===== config.mk =====
export PLATFORM = sky130hd
export DESIGN_NAME = mips_multicycle_ctrl
export DESIGN_NICKNAME = d
export VERILOG_FILES = /design/src/rtl/mips_ctrl_pkg.sv /design/src/rtl/mips_class_dec.sv /design/src/rtl/mips_multicycle_ctrl.sv
export SDC_FILE = /design/constraint.sdc
export NUM_CORES = 1
export LEC_CHECK = 0
export CAP_MARGIN = 20
export CELL_PAD_IN_SITES_DETAIL_PLACEMENT = 0
export CELL_PAD_IN_SITES_GLOBAL_PLACEMENT = 1
export CORE_ASPECT_RATIO = 1.5
export CORE_MARGIN = 2
export CORE_UTILIZATION = 25
export CTS_CLUSTER_DIAMETER = 200
export DETAILED_ROUTE_END_ITERATION = 8
export PLACE_DENSITY = 0.77
export SLEW_MARGIN = 20
export SYNTH_ARGS = -nofsm -noshare
export SYNTH_HDL_FRONTEND = slang
export SYNTH_SLANG_ARGS = --single-unit
export TNS_END_PERCENT = 10

===== constraint.sdc =====
create_clock -name clk -period 1.55 [get_ports clk]
set_input_delay 0.31 -clock clk [delete_from_list [all_inputs] [get_ports clk]]
set_output_delay 0.31 -clock clk [all_outputs]
set_load 0.02 [all_outputs]

===== src/rtl/mips_ctrl_pkg.sv =====
// Shared constants for the multi-cycle MIPS-subset controller: opcodes, instruction
// classes, FSM state encodings and datapath mux select codes.
package mips_ctrl_pkg;

  // Primary opcode field, instr[31:26]
  localparam logic [5:0] OP_RTYPE = 6'b000000;
  localparam logic [5:0] OP_LW    = 6'b100011;
  localparam logic [5:0] OP_SW    = 6'b101011;
  localparam logic [5:0] OP_BEQ   = 6'b000100;
  localparam logic [5:0] OP_J     = 6'b000010;

  // Instruction class codes
  localparam logic [2:0] CLS_NONE = 3'b000;
  localparam logic [2:0] CLS_R    = 3'b001;
  localparam logic [2:0] CLS_LW   = 3'b010;
  localparam logic [2:0] CLS_SW   = 3'b011;
  localparam logic [2:0] CLS_BEQ  = 3'b100;
  localparam logic [2:0] CLS_J    = 3'b101;
  localparam logic [2:0] CLS_ILL  = 3'b111;

  // Sequencer states; encodings are visible on the state port
  typedef enum logic [3:0] {
    StIdle    = 4'd0,
    StFetch   = 4'd1,
    StDecode  = 4'd2,
    StExecR   = 4'd3,
    StRWb     = 4'd4,
    StMemAddr = 4'd5,
    StMemRd   = 4'd6,
    StMemWb   = 4'd7,
    StMemWr   = 4'd8,
    StBranch  = 4'd9,
    StJump    = 4'd10,
    StHalt    = 4'd15
  } state_t;

  // PC source select
  localparam logic [1:0] PC_SRC_PC4  = 2'd0;
  localparam logic [1:0] PC_SRC_BR   = 2'd1;
  localparam logic [1:0] PC_SRC_JMP  = 2'd2;

  // ALU B operand select
  localparam logic [1:0] SRCB_REG    = 2'd0;
  localparam logic [1:0] SRCB_FOUR   = 2'd1;
  localparam logic [1:0] SRCB_IMM    = 2'd2;
  localparam logic [1:0] SRCB_IMM_SH = 2'd3;

  // ALU operation select
  localparam logic [1:0] ALUOP_ADD   = 2'd0;
  localparam logic [1:0] ALUOP_SUB   = 2'd1;
  localparam logic [1:0] ALUOP_FUNCT = 2'd2;

endpackage


===== src/rtl/mips_class_dec.sv =====
// Opcode to instruction-class decoder; purely combinational, shared with the main decoder.
module mips_class_dec
  import mips_ctrl_pkg::*;
(
  input  logic [5:0] opcode,
  output logic [2:0] cls
);

  // Map the primary opcode onto its class; unknown opcodes are illegal
  always_comb begin
    cls = CLS_ILL;
    case (opcode)
      OP_RTYPE: cls = CLS_R;
      OP_LW:    cls = CLS_LW;
      OP_SW:    cls = CLS_SW;
      OP_BEQ:   cls = CLS_BEQ;
      OP_J:     cls = CLS_J;
      default:  cls = CLS_ILL;
    endcase
  end

endmodule


===== src/rtl/mips_multicycle_ctrl.sv =====
// Multi-cycle sequencer for the MIPS-subset datapath. Fetches through a req/ack memory
// port, decodes the opcode into a class and steps the datapath through per-class phases.
// Optional feature: define MIPS_CTRL_PERF_EN to add the 32-bit retired-instruction counter.
module mips_multicycle_ctrl
  import mips_ctrl_pkg::*;
#(
  parameter bit RST_PC_SEL = 1'b0
) (
  input  logic        clk,
  input  logic        rst_n,
  input  logic        run,
  input  logic [31:0] instr,
  input  logic        mem_ack,
  input  logic        alu_zero,
  output logic        mem_req,
  output logic        mem_we,
  output logic        iord,
  output logic        ir_we,
  output logic        pc_we,
  output logic [1:0]  pc_src,
  output logic [1:0]  alu_src_b,
  output logic [1:0]  alu_op,
  output logic        reg_we,
  output logic        reg_dst,
  output logic        mem_to_reg,
  output logic [2:0]  cls,
  output logic [3:0]  state,
  output logic        busy,
  output logic        illegal
`ifdef MIPS_CTRL_PERF_EN
  ,
  output logic [31:0] retired
`endif
);

  state_t     state_q, state_d;
  logic [5:0] opcode_q;
  logic [2:0] cls_q;
  logic       illegal_q;
  logic [2:0] dec_cls;
  state_t     boundary;

  // Only the opcode field is consumed here; the rest belongs to the datapath
  logic unused_instr;
  assign unused_instr = ^instr[25:0];

  mips_class_dec u_class_dec (
    .opcode (opcode_q),
    .cls    (dec_cls)
  );

  // Instruction boundary: continue fetching while run is high, otherwise park in IDLE
  assign boundary = run ? StFetch : StIdle;

  // Next-state selection
  always_comb begin
    state_d = state_q;
    unique case (state_q)
      StIdle:    state_d = run ? StFetch : StIdle;
      StFetch:   state_d = mem_ack ? StDecode : StFetch;
      StDecode: begin
        case (dec_cls)
          CLS_R:          state_d = StExecR;
          CLS_LW, CLS_SW: state_d = StMemAddr;
          CLS_BEQ:        state_d = StBranch;
          CLS_J:          state_d = StJump;
          default:        state_d = StHalt;
        endcase
      end
      StExecR:   state_d = StRWb;
      StRWb:     state_d = boundary;
      // cls_q was loaded at the DECODE edge, so it already names lw vs sw here
      StMemAddr: state_d = (cls_q == CLS_LW) ? StMemRd : StMemWr;
      StMemRd:   state_d = mem_ack ? StMemWb : StMemRd;
      StMemWb:   state_d = boundary;
      StMemWr:   state_d = mem_ack ? boundary : StMemWr;
      StBranch:  state_d = boundary;
      StJump:    state_d = boundary;
      StHalt:    state_d = StHalt;
      default:   state_d = StIdle;
    endcase
  end

  // State, opcode, class and sticky flags; reset is synchronous and beats a pending ack
  always_ff @(posedge clk) begin
    if (!rst_n) begin
      state_q   <= StIdle;
      opcode_q  <= 6'd0;
      cls_q     <= CLS_NONE;
      illegal_q <= 1'b0;
`ifdef MIPS_CTRL_PERF_EN
      retired   <= 32'd0;
`endif
    end else begin
      state_q <= state_d;
      if (state_q == StFetch && mem_ack) opcode_q <= instr[31:26];
      if (state_q == StDecode) begin
        cls_q <= dec_cls;
        if (dec_cls == CLS_ILL) illegal_q <= 1'b1;
      end
`ifdef MIPS_CTRL_PERF_EN
      // Count completions on the transition out of each instruction's final phase
      if ((state_q inside {StRWb, StMemWb, StBranch, StJump}) ||
          (state_q == StMemWr && mem_ack)) begin
        retired <= retired + 32'd1;
      end
`endif
    end
  end

  // Datapath strobes: Moore per state, plus the Mealy fetch-acknowledge terms
  always_comb begin
    mem_req    = 1'b0;
    mem_we     = 1'b0;
    iord       = 1'b0;
    ir_we      = 1'b0;
    pc_we      = 1'b0;
    pc_src     = PC_SRC_PC4;
    alu_src_b  = SRCB_REG;
    alu_op     = ALUOP_ADD;
    reg_we     = 1'b0;
    reg_dst    = 1'b0;
    mem_to_reg = 1'b0;
    unique case (state_q)
      StIdle:    iord = RST_PC_SEL;
      StFetch: begin
        mem_req = 1'b1;
        if (mem_ack) begin
          ir_we     = 1'b1;
          pc_we     = 1'b1;
          pc_src    = PC_SRC_PC4;
          alu_src_b = SRCB_FOUR;
          alu_op    = ALUOP_ADD;
        end
      end
      // Precompute the branch target while the class is resolved
      StDecode:  alu_src_b = SRCB_IMM_SH;
      StExecR: begin
        alu_op    = ALUOP_FUNCT;
        alu_src_b = SRCB_REG;
      end
      StRWb: begin
        reg_we  = 1'b1;
        reg_dst = 1'b1;
      end
      StMemAddr: alu_src_b = SRCB_IMM;
      StMemRd: begin
        mem_req = 1'b1;
        iord    = 1'b1;
      end
      StMemWb: begin
        reg_we     = 1'b1;
        mem_to_reg = 1'b1;
      end
      StMemWr: begin
        mem_req = 1'b1;
        mem_we  = 1'b1;
        iord    = 1'b1;
      end
      StBranch: begin
        alu_op    = ALUOP_SUB;
        alu_src_b = SRCB_REG;
        pc_src    = PC_SRC_BR;
        pc_we     = alu_zero;
      end
      StJump: begin
        pc_we  = 1'b1;
        pc_src = PC_SRC_JMP;
      end
      default: ;
    endcase
  end

  assign state   = state_q;
  assign cls     = cls_q;
  assign illegal = illegal_q;
  assign busy    = (state_q != StIdle) && (state_q != StHalt);

endmodule


==> flow_summary.json <==
{
  "wl_per_cell_um": 13.06,
  "hold_violations": 0,
  "netlist_instances": 116,
  "syn_area_um2": 952.2,
  "synth_edf_count": 0,
  "synth.yosys.warnings": 0,
  "yosysSeqAreaShare_pct": 29.43,
  "clockRootBuffer": "clkbuf_8",
  "h-tree-depth": 1,
  "rsz0062_at_grt": "yes",
  "slew_headroom_pct": 72.62,
  "p_leak_nw": 0.7534,
  "synth_top_area_share_pct": 29.43,
  "cp-start-kind": "flop",
  "grt.overflow.total": 0,
  "r2r_end": "state[1]",
  "reg2reg_depth": 6,
  "dpl_cell_area_um2": 1539,
  "clk_latency_ns": 0.24,
  "whs_path_depth": 2,
  "finalWirelength_um": 2874,
  "yosys_register_bits": 14,
  "fin_area_um2": 1615,
  "whs_endpoint": "illegal",
  "crit_path_end_kind": "output port",
  "grt_pass1_vias": 1025,
  "fmax_ghz": 0.5884,
  "clock_path_buffers": 2,
  "fp.dieW_um": 54.39,
  "syn_nets": 153,
  "portBuffers": 33,
  "grt_pass1_wl_um": 4581,
  "synth_ff_type": "dfxtp_1",
  "violations": "setup timing",
  "min_period_ns": 1.700,
  "synthToLayoutAreaGrowth_pct": 69.65,
  "grt_max_degree": 12,
  "crit_fanout": 5,
  "grt_antenna_before_repair": 0,
  "setup_viol_count_final": 7,
  "core_area_um2": 3649,
  "gp_congestion": 0.8646,
  "async_flop_share_pct": 0,
  "cts_tree": "built",
  "nets": 216,
  "status": "finished, violations left",
  "antenna_left": 0,
  "drive_gt1_share_pct": 41.24,
  "tightest_slew_ns": 0.4074,
  "slew_violations": 0,
  "crit_arrival_ns": 1.39,
  "nFillCells": 386,
  "maxCapViolations": 0,
  "drt_first_pass_iters": 4,
  "synthDistinctLibCells": 47,
  "yosys.area.top_type": "dfxtp_1",
  "initial_core_util_pct": 26.10,
  "numCtsBuffers": 3,
  "preCtsSetupSlack_ns": -0.4474,
  "p_per_area_nw_per_um2": 678.4,
  "num_io_pins": 60,
  "place_inst": 216,
  "track_usage_pct": 14.37,
  "dp_hpwl_um": 2316,
  "die-area_um2": 4329,
  "fin_skew_ns": 0.001646,
  "worstPathRequired_ns": 1.24,
  "hp-class": "reg -> reg",
  "via_per_inst": 5.005,
  "diodes": 0,
  "crit_type": "reg -> out",
  "drtIter0Drc": 34,
  "rr_startpoint": "state[0]",
  "seq_area_um2": 295.3,
  "cts.sink_count": 14,
  "avgSynthCellArea_um2": 8.208,
  "multi_input_comb_area_um2": 666.9,
  "rrSetupSlack_ns": 0.14,
  "period_share_pct": 109.7,
  "holdCritStartpoint": "illegal",
  "fin_ws_ns": -0.1497,
  "peakVddDrop_mv": 0.3192,
  "dr_total_vias": 1101,
  "die_y_um": 79.59,
  "row_count": 27,
  "stdcell_count": 220,
  "drc": 0,
  "synth_area_leaders": "dfxtp_1, mux2i_1, nor2b_1",
  "path_clk_slew_ns": 0.05
}
-- cell type report --
class | count | share of cell area (%)
well taps | 43 | 3.331
inverters | 3 | 0.6971
repair buffers | 65 | 33.85
clock buffers | 3 | 2.556
multi-input cells | 92 | 41.29
flip-flops and latches | 14 | 18.28
-- synth_stat cells (3+ instances only) --
cell,count
a21oi_1,4
a31oi_1,4
dfxtp_1,14
mux2i_1,6
nand2_1,12
nand2b_1,4
nor2_1,10
nor2b_1,8
nor4_1,3
o21ai_1,4
-- sequential cells by signal (all words and copies together), names as in the netlist --
register / count
illegal: 1
state: 4
opcode_q: 6
cls: 3
-- repair_timing --
item | CTS | global route
setup endpoints to repair | 20 | 17
setup buffers | 1 | 0
pin swaps | 1 | 3
hold buffers | 0 | 0
resized for setup | 91 | 11
cloned | 0 | 0
-- worst max path at each step --
stage                   from  depth (start not counted)           end
finish              state[1]                          4          busy
global route        state[1]                          4          busy
floorplan           state[2]                          3       mem_req
CTS                 state[0]                          4          busy
detailed placement   mem_ack                          4  alu_src_b[0]
global placement     mem_ack                          4  alu_src_b[0]
-- through the flow --
| stage | TNS (ns) | hold slack, ns | total power, mW | utilization, % |
|---|---|---|---|---|
| finish | -0.4221 | 0.4469 | 1.096 | 44.27 |
| global route | -0.8516 | 0.5132 | 1.153 | 44.27 |
| CTS | -0.6262 | 0.4538 | 1.103 | 43.76 |
| detailed placement | -4.298 | 0.4458 | 0.7990 | 42.18 |
| global placement | -4.065 | 0.4484 | 0.7915 | 42.18 |
| floorplan | -0.04118 | 0.4426 | 0.6158 | - |
-- critical path, stage by stage, from the launching register on --
cell     delay (ns)
dfxtp_4        0.36
buf_6          0.13
or2_4          0.25
o31a_1         0.26
buf_6          0.14
-- where the power goes --
group          internal (mW)  total, mW  leakage (nW)  switching (mW)
logic                  0.213      0.397         0.615           0.185
registers              0.378      0.407         0.117          0.0290
clock network          0.172      0.291        0.0216           0.119
total                  0.763       1.10         0.753           0.333
-- metal layers --
layer	share of wire (%)	GRT usage (%)	vias up
li1	-	-	552
met5	0	0	-
met3	5.6	2.247	9
met2	53	26.75	38
met1	38	14.12	502
met4	3.2	7.750	0
-- cells by family (layout without fill, tap and decap cells) --
group | Yosys count | in the layout | synth area share (%)
XOR/XNOR | 2 | 2 | 1.840
flip-flops | 14 | 14 | 29.44
AND/OR/NAND/NOR | 56 | 56 | 34.82
AO/OA/AOI/OAI | 27 | 27 | 19.84
multiplexers | 7 | 7 | 7.490
buffers and inverters | 10 | 71 | 6.569
-- placed cells by master, fill, tap and decap left out, drive strengths merged, types with 2 or more instances in the layout --
cell and instances:
a21oi 4, clkdlybuf4s50 10, nor2b 8, dfxtp 14, a31oi 4, nor4 4
a211oi 2, mux2i 6, nand4 3, nand2b 4, xnor2 2, dlygate4sd2 4
nand2 12, or2 2, clkbuf 3, dlymetal6s2s 3, a311oi 2, nor3 3
buf 48, inv 3, and2b 2, o21ai 5, nor2 10
Note: power is estimated with default switching activity, not from simulation.
